## src/rtl/mem_access_unit_if.sv

```systemverilog
// Request/response and word-addressed memory port bundle for mem_access_unit.
// slave is the unit's view; master is the pipeline/memory side.
interface mem_access_unit_if #(
  parameter int MEM_DEPTH = 10
);
  logic                 req_valid;
  logic                 req_ready;
  logic                 req_write;
  logic [2:0]           req_funct3;
  logic [31:0]          req_addr;
  logic [31:0]          req_wdata;
  logic                 rsp_valid;
  logic [31:0]          rsp_rdata;
  logic                 rsp_error;
  logic [1:0]           memory_write_width;
  logic [MEM_DEPTH-1:0] memory_write_address;
  logic [31:0]          memory_write_data;
  logic                 memory_write_enable;
  logic [MEM_DEPTH-1:0] memory_read_address;
  logic [31:0]          memory_read_data;

  modport slave (
    input  req_valid, req_write, req_funct3, req_addr, req_wdata, memory_read_data,
    output req_ready, rsp_valid, rsp_rdata, rsp_error,
           memory_write_width, memory_write_address, memory_write_data,
           memory_write_enable, memory_read_address
  );

  modport master (
    output req_valid, req_write, req_funct3, req_addr, req_wdata, memory_read_data,
    input  req_ready, rsp_valid, rsp_rdata, rsp_error,
           memory_write_width, memory_write_address, memory_write_data,
           memory_write_enable, memory_read_address
  );
endinterface

```

## src/rtl/mem_access_unit.sv

```systemverilog
// Data-memory initiator: one load/store at a time, with sign/zero-extended loads,
// native narrow stores at offset 0 and read-modify-write for other sub-word stores.
module mem_access_unit #(
  parameter int MEM_DEPTH = 10
) (
  input  logic             clk,
  input  logic             rst_n,
  mem_access_unit_if.slave bus
);

  typedef enum logic [2:0] {
    S_IDLE,
    S_LOAD,
    S_WRITE,
    S_RMW_READ,
    S_RMW_WRITE,
    S_RESP
  } state_t;

  state_t               r_state;
  state_t               w_next;
  logic                 r_write;
  logic [2:0]           r_funct3;
  logic [31:0]          r_wdata;
  logic [1:0]           r_off;
  logic [MEM_DEPTH-1:0] r_waddr;
  logic [31:0]          r_merged;
  logic [31:0]          r_rdata;
  logic                 r_error;

  logic                 w_accept;
  logic                 w_illegal;
  logic                 w_misaligned;
  logic                 w_error;
  logic [1:0]           w_req_off;
  logic [31:0]          w_shifted;
  logic [31:0]          w_load_data;
  logic [31:0]          w_merged;
  logic                 w_req_ready;
  logic                 w_rsp_valid;
  logic                 w_wr_en;
  logic [1:0]           w_wr_width;
  logic [31:0]          w_wr_data;

  assign w_req_off = bus.req_addr[1:0];
  assign w_accept  = bus.req_valid && (r_state == S_IDLE);

  // funct3[1:0] gives the access size for every legal encoding: 0 byte, 1 half, 2 word.
  always_comb begin
    w_illegal    = bus.req_write ? (bus.req_funct3 > 3'd2)
                                 : (bus.req_funct3 == 3'd3 || bus.req_funct3 >= 3'd6);
    w_misaligned = ((bus.req_funct3[1:0] == 2'd1) && w_req_off[0]) ||
                   ((bus.req_funct3[1:0] == 2'd2) && (w_req_off != 2'd0));
    w_error      = w_illegal || w_misaligned;
  end

  always_comb begin
    w_shifted = bus.memory_read_data >> {r_off, 3'b000};
    case (r_funct3)
      3'd0:    w_load_data = {{24{w_shifted[7]}}, w_shifted[7:0]};
      3'd1:    w_load_data = {{16{w_shifted[15]}}, w_shifted[15:0]};
      3'd4:    w_load_data = {24'd0, w_shifted[7:0]};
      3'd5:    w_load_data = {16'd0, w_shifted[15:0]};
      default: w_load_data = bus.memory_read_data;
    endcase
  end

  // RMW only ever sees SB at offsets 1..3 or SH at offset 2.
  always_comb begin
    w_merged = bus.memory_read_data;
    if (r_funct3[1:0] == 2'd0) begin
      w_merged[{r_off, 3'b000} +: 8] = r_wdata[7:0];
    end else begin
      w_merged[31:16] = r_wdata[15:0];
    end
  end

  always_ff @(posedge clk or negedge rst_n) begin
    if (!rst_n) begin
      r_state <= S_IDLE;
    end else begin
      // NOTE: state is updated with non-blocking assignment so every process samples the pre-edge value.
      r_state <= w_next;
    end
  end

  always_comb begin
    // NOTE: every output of this block is defaulted first so no path leaves a latch behind.
    w_next      = r_state;
    w_req_ready = 1'b0;
    w_rsp_valid = 1'b0;
    w_wr_en     = 1'b0;
    w_wr_width  = 2'd0;
    w_wr_data   = 32'd0;
    case (r_state)
      S_IDLE: begin
        w_req_ready = 1'b1;
        if (bus.req_valid) begin
          if (w_error)                 w_next = S_RESP;
          else if (!bus.req_write)     w_next = S_LOAD;
          else if (w_req_off == 2'd0)  w_next = S_WRITE;
          else                         w_next = S_RMW_READ;
        end
      end
      S_LOAD:     w_next = S_RESP;
      S_WRITE: begin
        w_wr_en    = 1'b1;
        w_wr_width = r_funct3[1:0] + 2'd1;
        w_wr_data  = r_wdata;
        w_next     = S_RESP;
      end
      S_RMW_READ: w_next = S_RMW_WRITE;
      S_RMW_WRITE: begin
        w_wr_en    = 1'b1;
        w_wr_width = 2'd3;
        w_wr_data  = r_merged;
        w_next     = S_RESP;
      end
      S_RESP: begin
        w_rsp_valid = 1'b1;
        w_next      = S_IDLE;
      end
      default:    w_next = S_IDLE;
    endcase
  end

  always_ff @(posedge clk or negedge rst_n) begin
    if (!rst_n) begin
      // NOTE: datapath registers are reset too, since several of them drive outputs that must read 0 after reset.
      r_write  <= 1'b0;
      r_funct3 <= 3'd0;
      r_wdata  <= 32'd0;
      r_off    <= 2'd0;
      r_waddr  <= '0;
      r_merged <= 32'd0;
      r_rdata  <= 32'd0;
      r_error  <= 1'b0;
    end else begin
      if (w_accept) begin
        r_write  <= bus.req_write;
        r_funct3 <= bus.req_funct3;
        r_wdata  <= bus.req_wdata;
        r_off    <= w_req_off;
        r_waddr  <= bus.req_addr[MEM_DEPTH+1:2];
        r_rdata  <= 32'd0;
        r_error  <= w_error;
      end
      if (r_state == S_LOAD)     r_rdata  <= w_load_data;
      if (r_state == S_RMW_READ) r_merged <= w_merged;
    end
  end

  assign bus.req_ready            = w_req_ready;
  assign bus.rsp_valid            = w_rsp_valid;
  assign bus.rsp_rdata            = r_rdata;
  assign bus.rsp_error            = w_rsp_valid && r_error;
  assign bus.memory_write_enable  = w_wr_en;
  assign bus.memory_write_width   = w_wr_width;
  assign bus.memory_write_data    = w_wr_data;
  assign bus.memory_write_address = (r_state != S_IDLE) ? r_waddr : '0;
  assign bus.memory_read_address  = (r_state != S_IDLE) ? r_waddr : '0;

  logic w_unused;
  assign w_unused = r_write;

endmodule

```

## src/flat_wrapper.sv

```systemverilog
// flat-port wrapper written by rule: the top's interface ports become plain ports
module mem_access_unit_flat 
#(
  parameter int MEM_DEPTH = 10
)
  (clk, rst_n, bus_req_valid, bus_req_write, bus_req_funct3, bus_req_addr, bus_req_wdata, bus_memory_read_data, bus_req_ready, bus_rsp_valid, bus_rsp_rdata, bus_rsp_error, bus_memory_write_width, bus_memory_write_address, bus_memory_write_data, bus_memory_write_enable, bus_memory_read_address);
  mem_access_unit_if #(.MEM_DEPTH(MEM_DEPTH)) bus_i ();
  input  logic clk;
  input  logic rst_n;
  input wire logic [$bits(bus_i.req_valid)-1:0] bus_req_valid;
  input wire logic [$bits(bus_i.req_write)-1:0] bus_req_write;
  input wire logic [$bits(bus_i.req_funct3)-1:0] bus_req_funct3;
  input wire logic [$bits(bus_i.req_addr)-1:0] bus_req_addr;
  input wire logic [$bits(bus_i.req_wdata)-1:0] bus_req_wdata;
  input wire logic [$bits(bus_i.memory_read_data)-1:0] bus_memory_read_data;
  output wire logic [$bits(bus_i.req_ready)-1:0] bus_req_ready;
  output wire logic [$bits(bus_i.rsp_valid)-1:0] bus_rsp_valid;
  output wire logic [$bits(bus_i.rsp_rdata)-1:0] bus_rsp_rdata;
  output wire logic [$bits(bus_i.rsp_error)-1:0] bus_rsp_error;
  output wire logic [$bits(bus_i.memory_write_width)-1:0] bus_memory_write_width;
  output wire logic [$bits(bus_i.memory_write_address)-1:0] bus_memory_write_address;
  output wire logic [$bits(bus_i.memory_write_data)-1:0] bus_memory_write_data;
  output wire logic [$bits(bus_i.memory_write_enable)-1:0] bus_memory_write_enable;
  output wire logic [$bits(bus_i.memory_read_address)-1:0] bus_memory_read_address;
  assign bus_i.req_valid = bus_req_valid;
  assign bus_i.req_write = bus_req_write;
  assign bus_i.req_funct3 = bus_req_funct3;
  assign bus_i.req_addr = bus_req_addr;
  assign bus_i.req_wdata = bus_req_wdata;
  assign bus_i.memory_read_data = bus_memory_read_data;
  assign bus_req_ready = bus_i.req_ready;
  assign bus_rsp_valid = bus_i.rsp_valid;
  assign bus_rsp_rdata = bus_i.rsp_rdata;
  assign bus_rsp_error = bus_i.rsp_error;
  assign bus_memory_write_width = bus_i.memory_write_width;
  assign bus_memory_write_address = bus_i.memory_write_address;
  assign bus_memory_write_data = bus_i.memory_write_data;
  assign bus_memory_write_enable = bus_i.memory_write_enable;
  assign bus_memory_read_address = bus_i.memory_read_address;
  mem_access_unit #(.MEM_DEPTH(MEM_DEPTH)) u_core (.clk(clk), .rst_n(rst_n), .bus(bus_i));
endmodule
```

## config.mk

```make
export PLATFORM = sky130hd
export DESIGN_NAME = mem_access_unit_flat
export DESIGN_NICKNAME = d
export VERILOG_FILES = /design/src/rtl/mem_access_unit_if.sv /design/src/rtl/mem_access_unit.sv /design/src/flat_wrapper.sv
export SDC_FILE = /design/constraint.sdc
export NUM_CORES = 1
export LEC_CHECK = 0
export BUFFER_PORTS_ARGS = -buffer_cell sky130_fd_sc_hd__buf_2
export CORE_MARGIN = 1.5
export CORE_UTILIZATION = 46
export DETAILED_ROUTE_END_ITERATION = 12
export PLACE_DENSITY = 0.8
export SLEW_MARGIN = 40
export SYNTH_ARGS = -nofsm -noshare
export SYNTH_HDL_FRONTEND = slang
export SYNTH_SLANG_ARGS = --single-unit
```

## constraint.sdc

```tcl
create_clock -name clk -period 2.38 [get_ports clk]
set_input_delay 0.476 -clock clk [delete_from_list [all_inputs] [get_ports clk]]
set_output_delay 0.476 -clock clk [all_outputs]
set_load 0.03 [all_outputs]
```

==> results.md <==
- Critical path required time: 1.90 ns
- Clock Latency Late Sink: a little over 0.4 ns
- H-tree levels: 4
- Final Max Tran Viols: 0
- First-pass GRT wire length: 27300 um
- Reg2reg end: u_core.r_merged[20]
- Syn_nets: ~780
- Flop pwr share: a little under a third
- Finished Cell Area: between 0.007 and 0.008 mm^2
- Grt total ovfl: 0
- Max incr delay on CP: 0.48 ns
- Clock transition at the registers of the reported paths: ~0.050 ns
- Setup Total Neg Slack: 0 ns
- Top-count cell post-synth: nand2_1
- Clock Root Buffer: clkbuf_16
- Vias in the first global route: 5420
- Setup Viol. Count Final: 0
- Unrepaired setup endpoints after global routing: false
- Lkg Pwr: 3.87 nW
- Crit Path Class: reg2out
- Multi-input logic area: around 0.0026 mm^2
- Int Power: between 6 and 7 mW
- Post-Syn Area per Cell: between 8 and 9 um^2
- Seq cells post-synth: between 100 and 150
- Yosys top cell area share: roughly 50%
- Status: complete, no violations
- Setup crit end: bus_memory_write_data[7]
- CP Launch Point: u_core.r_state[2]
- Die area: between 0.01 and 0.015 mm^2
- Cell Count, Final, Fillers Out: between 1000 and 1500
- Post-synthesis cell count: 671
- 1st-pass router iterations: 5
- FILL cells: approximately 1100
- Setup Skew: 0.00449 ns
- Ranking of synthesized cells by area: dfrtp_1 50%, nand2_1 12%, o21ai_0 7.6%
- Ys async rst share: 100%
- Die Y: approximately 120 um
- Synth warn: 0
- Worst min-delay path category: in2async
- Core area: between 0.01 and 0.015 mm^2
- IO buf count: between 150 and 200
- Arr. time, crit path: 1.83 ns
- Critical path's slowest cell: dfrtp_1
- Seq/Total Area, Yosys: approximately 50%
- CP Max Fanout: 35
- Final Util: 61.5%
- Initial Util: 47.7%
- Logic pwr share: a little under half
- Antenna Cells: 0
- Largest net degree at the start of global routing: between 40 and 50
- Cell area power density: 1500 mW/mm^2
- Num ports: around 190
- Slew @ Worst Pin: 0.602 ns
- Worst r2r path cells: 7
- Sequential cell area: between 0.002 and 0.003 mm^2
- Number of distinct library cells after synthesis: 37
- Nets: about 940
- Die W: ~120 um
- # rows: 40
- Final Hold Vio Count: 0
- Area leader, netlist: dfrtp_1
- DR DRC count: 0
- Maxcap violations: 0
- Detailed-route wire length per cell: 16.9 um
- Top FF cell, synth: dfrtp_1
- CTS Buffer Depth: 2
- WHS: around 0.065 ns
- Crit path capture type: output pin
- Startpoint Class: flop
- Final setup margin: roughly 0.071 ns
- R2R Setup Slk: approximately 0.33 ns
- RR Startpoint: u_core.r_off[0]
- Period Utilization, post-route: 97.0%
- Min Tclk post-route: between 2 and 2.5 ns
- Power Total: between 10 and 15 mW
- Layout area overhead: 28.9%
- Maximum vdd drop: slightly below 0.0007 V
- Post-route antenna net violation count: 0
- Share of cells above drive strength 1: 28.5%
- CP Cell Sequence: nor3b_2, buf_12, a22o_1, buf_2
- GRT Overall Usage: between 20% and 30%
- Post-synthesis instance area: a little under 0.006 mm^2
- Antenna violations before repair: 0
- Max Clk Rate: ~430 MHz
- Post-DP Area: approximately 0.0069 mm^2
- Placed insts: approximately 980
- Switching Share: 44.1%
- Clock power frac: a little under a quarter
- Num CTS Buffers: 17
- Max_slew headroom: between 50% and 60%
- # clock sinks: around 120
- Routed WL: 17100 um
- Starting DRT DRC Count: ~540
- Pre-CTS setup slack: ~0.3 ns
- Switch Pwr: 4.94 mW
- Top post-synthesis cells by count: 184 x nand2_1, 115 x dfrtp_1, 88 x o21ai_0
- Routability cong.: 0.939
- Post-synth EDFFs: 0
- Vias: about 5600
- Vias per inst: between 5 and 6
- Detailed placer's ending HPWL: roughly 12000 um
- CTS tree: built
-- worst min path at each step --
stage / to / slack [ns] / cells after the start
floorplan: u_core.bus.rsp_rdata[0] / 0.18 / 0
global placement: u_core.r_waddr[3] / 0.45 / 2
detailed placement: u_core.r_waddr[2] / 0.46 / 2
CTS: u_core.r_funct3[1] / 0.06 / 1
global route: u_core.bus.rsp_rdata[23] / 0.10 / 1
finish: u_core.bus.rsp_rdata[28] / 0.06 / 1
-- power by group through the flow --
stage          sequential (mW)  clock [mW]  combinational (mW)
2_1_floorplan             3.69           0                3.30
3_3_place_gp              3.41           0                4.94
3_5_place_dp              3.45           0                5.04
4_1_cts                   3.42        2.69                5.09
5_1_grt                   3.53        2.78                5.56
6_report                  3.44        2.65                5.09
-- registers in the layout (all words and copies together), names as in the netlist --
register / flops
u_core.r_waddr: 10
u_core.r_merged: 32
u_core.r_error: 1
u_core.bus.rsp_rdata: 32
u_core.r_state: 3
u_core.r_wdata: 32
u_core.r_funct3: 3
u_core.r_off: 2
-- critical path: cells and delay by family, from the launching register on --
family,cells,cell delay [ns]
AO/OA/AOI/OAI,1,0.20
AND/OR/NAND/NOR,1,0.28
flip-flops,1,0.48
buffers and inverters,2,0.43
-- cell families after synthesis --
kind of cell,synth area share [%]
compound gates,20.4
mux,1.77
buf+inv,5.48
fa+ha+maj,1.51
simple gates,21.2
flops,49.6
-- layout by cell type, fill, tap and decap left out, types with 4 or more instances in the layout --
cell         n
clkinv_2     6
and2_1       4
nor2_1      61
a32o_1       7
a22o_1      32
o21ai_0     87
a21oi_1     15
nor2b_1     13
buf_4       23
nor3_1       9
inv_1       16
nand2b_1     7
a221oi_1    24
dfrtp_1    114
clkbuf_16   17
bufinv_16    4
ha_1         7
buf_2      171
nand2_1    184
mux2i_1      8
-- area by class of cell --
class                   count  share of cell area (%)
clock buffers              21                    6.16
clock inverters            11                    2.11
inverters                  16                   0.803
multi-input cells         486                    35.0
flip-flops and latches    115                    38.5
well taps                 168                    2.81
repair buffers            197                    14.6
-- metal layers --
| layer | up-vias | routed length [um] | global-route usage (%) |
|---|---|---|---|
| met5 | - | 0 | 0 |
| met2 | 298 | 7920 | 42.9 |
| met4 | 0 | 522 | 13.0 |
| li1 | 2621 | - | - |
| met3 | 46 | 1380 | 5.64 |
| met1 | 2633 | 7320 | 35.5 |
-- timing repair --
action / in CTS / in global routing
resized for setup: 0 / 1
endpoints found under the setup margin: 0 / 1
hold buffers: 0 / 0
buffers inserted: 0 / 0
Note: power is estimated with default switching activity, not from simulation.
